## src/rtl/branch_resolve_bht.sv

```systemverilog
// EX-stage branch resolver with a PC-indexed table of 2-bit saturating counters.
// IF reads the table combinationally; EX resolves the branch, redirects, trains and counts.
module branch_resolve_bht #(
  parameter int IDX_W = 4,
  parameter int PC_W  = 32,
  parameter int CNT_W = 16
) (
  input  logic             clk,
  input  logic             rst,
  input  logic [PC_W-1:0]  if_pc,
  output logic             if_pred_taken,
  input  logic             ex_valid,
  input  logic             ex_branch,
  input  logic [2:0]       ex_funct3,
  input  logic             ex_zero,
  input  logic             ex_lt,
  input  logic             ex_ltu,
  input  logic [PC_W-1:0]  ex_pc,
  input  logic             ex_pred_taken,
  input  logic [1:0]       pc_src_default,
  output logic [1:0]       pc_src,
  output logic             flush,
  output logic [CNT_W-1:0] branch_count,
  output logic [CNT_W-1:0] mispred_count
);

  localparam int DEPTH = 1 << IDX_W;

  logic [DEPTH-1:0][1:0] bht_q, bht_d;
  logic [CNT_W-1:0]      bcnt_q, bcnt_d, mcnt_q, mcnt_d;
  logic [IDX_W-1:0]      if_idx, ex_idx;
  logic [1:0]            ex_ctr;
  logic                  legal, actual, res_valid;
  logic                  unused_pc_bits;

  // Word-aligned PCs: bits [1:0] carry no information, upper bits alias.
  assign if_idx = if_pc[IDX_W+1:2];
  assign ex_idx = ex_pc[IDX_W+1:2];
  assign unused_pc_bits = ^{if_pc[PC_W-1:IDX_W+2], if_pc[1:0],
                            ex_pc[PC_W-1:IDX_W+2], ex_pc[1:0]};

  assign if_pred_taken = bht_q[if_idx][1];
  assign ex_ctr        = bht_q[ex_idx];

  always_comb begin
    legal  = 1'b1;
    actual = 1'b0;
    case (ex_funct3)
      3'b000:  actual = ex_zero;
      3'b001:  actual = ~ex_zero;
      3'b100:  actual = ex_lt;
      3'b101:  actual = ~ex_lt;
      3'b110:  actual = ex_ltu;
      3'b111:  actual = ~ex_ltu;
      default: legal  = 1'b0;
    endcase
  end

  assign res_valid = ex_valid & ex_branch & legal;

  always_comb begin
    pc_src = pc_src_default;
    flush  = 1'b0;
    if (res_valid) begin
      pc_src = 2'b00;
      if (actual & ~ex_pred_taken) begin
        pc_src = 2'b01;
        flush  = 1'b1;
      end else if (~actual & ex_pred_taken) begin
        pc_src = 2'b11;
        flush  = 1'b1;
      end
    end
  end

  always_comb begin
    bht_d  = bht_q;
    bcnt_d = bcnt_q;
    mcnt_d = mcnt_q;
    if (res_valid) begin
      if (actual && ex_ctr != 2'b11)
        bht_d[ex_idx] = ex_ctr + 2'b01;
      else if (!actual && ex_ctr != 2'b00)
        bht_d[ex_idx] = ex_ctr - 2'b01;
      // Statistics saturate rather than wrap so long runs stay meaningful.
      if (bcnt_q != {CNT_W{1'b1}})
        bcnt_d = bcnt_q + 1'b1;
      if (flush && mcnt_q != {CNT_W{1'b1}})
        mcnt_d = mcnt_q + 1'b1;
    end
  end

  always_ff @(posedge clk) begin
    if (!rst) begin
      bht_q  <= {DEPTH{2'b01}};
      bcnt_q <= '0;
      mcnt_q <= '0;
    end else begin
      bht_q  <= bht_d;
      bcnt_q <= bcnt_d;
      mcnt_q <= mcnt_d;
    end
  end

  assign branch_count  = bcnt_q;
  assign mispred_count = mcnt_q;

endmodule

```

## config.mk

```make
export PLATFORM = sky130hd
export DESIGN_NAME = branch_resolve_bht
export DESIGN_NICKNAME = d
export VERILOG_FILES = /design/src/rtl/branch_resolve_bht.sv
export SDC_FILE = /design/constraint.sdc
export NUM_CORES = 1
export LEC_CHECK = 0
export ABC_CLOCK_PERIOD_IN_PS = 3500
export CORE_ASPECT_RATIO = 1.75
export CORE_MARGIN = 5
export CORE_UTILIZATION = 43
export DETAILED_ROUTE_END_ITERATION = 7
export GPL_TIMING_DRIVEN = 0
export PLACE_DENSITY_LB_ADDON = 0.25
export SYNTH_ARGS = -nofsm -noshare
export SYNTH_HDL_FRONTEND = slang
export SYNTH_SLANG_ARGS = --single-unit
export TNS_END_PERCENT = 10
```

## constraint.sdc

```tcl
create_clock -name clk -period 3.5 [get_ports clk]
set_input_delay 0.525 -clock clk [delete_from_list [all_inputs] [get_ports clk]]
set_output_delay 0.525 -clock clk [all_outputs]
set_load 0.05 [all_outputs]
```

# Word-level counts from Yosys, hierarchy flattened
# Cells that the tools add are included.
[word_totals]
wordCells = 72
reg_bits = 64
out_inout_bits = 36
in_bits = 77
[op_classes]
order_cmp = 3
mux = 18
eq_ne = 8
reduce_logical = 12
addsub = 4
bitwise = 9
[ops]
columns = ["cell", "count"]
rows = [
  ["$bwmux 32", 2],
  ["$mux 32", 2],
  ["$add 16x1->16 const B", 2],
  ["$ne 16x16->1 const B", 2],
  ["$bmux 2 s4", 2],
  ["$eq 3x3->1 const B", 4],
  ["$mux 2", 6],
  ["$lt 4x5->1 const B", 2],
  ["$demux 2 s4", 1],
  ["$pmux 1 s6", 1],
  ["$reduce_and 2->1", 3],
  ["$reduce_or 6->1", 1],
  ["$not 1->1", 5],
  ["$and 1x1->1", 4],
  ["$ge 4x1->1 const B", 1],
  ["$logic_and 1x1->1", 4],
  ["$mux 1", 4],
  ["$reduce_bool 2->1", 2],
  ["$eq 3x1->1 const B", 1],
  ["$logic_not 3->1", 1],
  ["$add 2x1->2 const B", 1],
  ["$ne 2x2->1 const B", 1],
  ["$sub 2x1->2 const B", 1],
  ["$logic_not 1->1", 1],
]

# Depth between registers and ports, before layout
[logic_depth]
ltp_word = 9
mapped_depth = 12
ltp_nobuf = 9

# Worst setup path after synthesis
# No wires, ideal clock.
[synth_timing]
path_type = "in2reg"
startpoint = "input port ex_funct3[1]"
endpoint = "register mcnt_q[3] (netlist: mispred_count[3])"
setup_ps = 70
required_time_ps = 3430
path_slack_ps = 54
arrival_time_ps = 3375
path_stages = 10
n_path_buf = 1
cell_sequence = "or2_2 > o22ai_1 > clkbuf_1 > nor2_1 > ha_1 > or3_4 > inv_1 > o21ai_0 > or3_1 > a21oi_1"
[synth_between]
elab_chain_cells = 9
elab_cells_between_ends = 18
cone_classes = "eq/ne: 5; mux: 5; bitwise: 4; reduce/logical: 4"
[synth_lines]
columns = ["item", "line", "text"]
rows = [
  ["from (decl)", "14", "input logic [2:0] ex_funct3,"],
  ["$eq 3x3->1, or another cell as far along", "48", "case (ex_funct3)"],
  ["$pmux 1 s6", "48", ""],
  ["$not 1->1", "69", "end else if (~actual & ex_pred_taken) begin"],
  ["$and 1x1->1", "69", ""],
  ["$mux 1", "69", ""],
  ["$mux 1", "66", "if (actual & ~ex_pred_taken) begin"],
  ["$mux 1 *", "64", "if (res_valid) begin"],
  ["net flush", "22", "output logic flush,"],
  ["$logic_and 1x1->1 *", "88", "if (flush && mcnt_q != {CNT_W{1'b1}})"],
  ["$reduce_and 2->1 (no source line) *", "--", ""],
  ["to (signal assigned)", "101", "mcnt_q <= mcnt_d;"],
  ["to (decl)", "30", "logic [CNT_W-1:0] bcnt_q, bcnt_d, mcnt_q, mcnt_d;"],
]
# Mark *: on every way through the listed nets, which the timed path passes. The rest lies on a longest branch.
# A chain may end at the register's enable or synchronous reset.

==> flow_summary.toml <==
[pwr]
internal_power_mw = 1.28
seqPwrFrac = 0.424
finalPower_mw = 1.75
p_leak_nw = 1.61
netSwitchingPower_mw = 0.466
clockPowerShare = 0.455
vdd_ir_drop_max_v = 0.000256
p_per_area_nw_per_um2 = 364
combPwrFrac = 0.121
switching_share = 0.267

[worst_hold_path]
hold_path_end = "mispred_count[15]$_SDFFE_PN0P_"
min_from = "mispred_count[15]$_SDFFE_PN0P_"
hp-class = "register to register"
hold_path_depth = 2

[synthesis]
syn_inst = 440
ys_types = 48
syn-num-nets = 522
yosysSeqAreaShare = 0.337
async_reset_ff_frac = 0
syn-mean-instance-area_um2 = 8.63
synth_edf_count = 0
yosysWarnings = 0
synthesis.area_um2 = 3800
synth.ff_latch_count = 64
synth_flop_cell = "dfxtp_1"

[sta]
worst_slew_pin_slew_ns = 0.609
rsz0062_at_grt = "yes"
post-route-period-util = 0.983
setup_viol = 0
drv_slew = 0
min_period_ns = 3.44
final-hold-violation-count = 0
slew_headroom = 0.594
fmax_ghz = 0.291
setup_slack_ns = 0.0598
fin_worst_skew_ns = 0.00362
holdWs_ns = 0.485

[global_route]
antenna_found_initial = 0
grt_overflow = 0
grt_start_max_net_pins = 12
grt_pass1_wl_um = 19200
grt_pass1_vias = 3925
grt_use_total = 0.228

[drt]
wl_met1_um = 4360
routed_wl_um = 12200
drc = 0
wl_met3_um = 831
vias_per_cell = 6.36
wl_met2_um = 6380
routedWlPerCell_um = 19.5
ant_nets = 0
drt-pass1-iter-count = 8
highest_layer = "met4"
first_iter_violations = 237
dr_total_vias = 3982

[setup_path]
critPathBufInv = 6
cp-start-kind = "primary input"
cp-end-kind = "register"
worstSetupPathType = "primary input to register"
path_cells = "dlygate4sd2_1 > buf_4 > mux4_2 > mux2i_1 > mux2_2 > buf_2 > inv_1 > ha_1 > buf_1 > a21boi_4 > clkbuf_2 > nor3_1 > o211ai_1"
r2r_slack_ns = 0.40
slowest_stage = "dlygate4sd2_1"
cp.required_ns = 3.67
cpLargestDelayFamily = "buffers and inverters"
crit_fanout = 10
r2r_cells = 11
crit_start = "ex_pc[3]"
critical_path_arrival_ns = 3.61
crit_path_max_incr_delay_ns = 0.39

[cells_and_area]
final_cell_mix = "64 x dfxtp_1, 46 x clkdlybuf4s50_1, 30 x a211oi_1, 26 x nor3_1, 25 x nor2_1"
antenna_cells = 0
nets = 586
area_growth_pct = 26.7
drive_above_1_share = 0.112
final_common_cell = "dfxtp_1"
final_core_util = 0.555

[die]
initial_core_util = 0.438
rows = 45
die_h_um = 134
die_x_um = 81.0
io_pins = 113
die_area_um2 = 10900
core_um2 = 8670

[placed_design]
port_buffers = 54
gp_congestion = 1.04
dp_hpwl_um = 8990
pre_cts_slack_ns = -1.22

[clock_tree]
cts_tree = "yes"
clkTransAtPathRegs_ns = 0.05
cts_buffers = 9
clock_latency_ns = 0.33
htree_num_levels = 3
clockBufferDepth = 2
root_buffer = "clkbuf_16"
cts.sinks = 64
ctsHoldBuffers = 0

[run]
drv_cap = 0

[outcome]
status = "finished clean"
## layout make-up
class                      instances  area (um2)
sequential                        64        1280
tap                              117         146
buffer                            31         144
multi-input combinational        322        2360
inverter                          21        78.8
timing repair buffer              55         537
fill                             847        3860
clock buffer                      10         229
clock inverter                     6        36.3
## Yosys cell counts, drive strengths merged, types with 7 or more instances
cell    number  area [um2]
clkbuf      25        93.8
nor2        25        93.8
o211ai      15         113
a21oi       11        55.1
and3         7        43.8
xor2         7        61.3
nand4       20         125
nor3        27         135
nand3       16        80.1
inv         21        78.8
a211oi      30         225
nand2       18        67.6
dfxtp       64        1280
nor4        20         125
mux4        14         315
xnor2       15         131
o21ai       20         100
buf          8        38.8
## how the worst max path moves through the flow
stage / cells after the start / to
floorplan: 10 / mispred_count[3]$_SDFFE_PN0P_
global placement: 9 / flush
detailed placement: 9 / flush
CTS: 9 / flush
global route: 13 / register
finish: 13 / register
## metrics by stage
stage                     instance area (um2)  std cells  TNS [ns]
after floorplan                          3800        440         0
after global placement                   4480        611    -37.54
after detailed placement                 4480        611    -40.92
after CTS                                4780        626         0
after global routing                     4810        626   -0.0860
final                                    4810        626         0
## logic make-up (layout without fill, tap and decap cells)
logic type | after synthesis | in the layout | share of synthesized area
compound gates | 99 | 99 | 0.181
xor+xnor | 22 | 22 | 0.0507
fa+ha+maj | 5 | 5 | 0.0165
buf+inv | 54 | 123 | 0.0557
flops | 64 | 64 | 0.337
mux | 21 | 21 | 0.102
simple gates | 175 | 175 | 0.257
## power groups by stage
| stage | combinational [mW] | clock [mW] | sequential, mW |
|---|---|---|---|
| 2_1_floorplan | 0.111 | 0 | 0.764 |
| 3_3_place_gp | 0.194 | 0 | 0.758 |
| 3_5_place_dp | 0.197 | 0 | 0.758 |
| 4_1_cts | 0.205 | 0.811 | 0.742 |
| 5_1_grt | 0.223 | 0.839 | 0.743 |
| 6_report | 0.212 | 0.796 | 0.743 |
## tightest hold or removal path, delay by kind of cell (launching register included)
kind / cells / cell delay, ns
AND/OR/NAND/NOR: 1 / 0.06
multiplexers: 1 / 0.05
flip-flops: 1 / 0.33
## timing repair
item                                    4_1_cts  5_1_grt
pin swaps                                     1        0
endpoints found under the setup margin       51       26
hold endpoints to repair                      0        0
resized for setup                            29        7
buffers inserted                              1        0
## metal layers
metal	vias up	GRT usage
met4	0	0.129
met1	1917	0.237
li1	1823	-
met5	-	0
met2	190	0.408
met3	52	0.0504
Power figures use the tool's default switching activity.
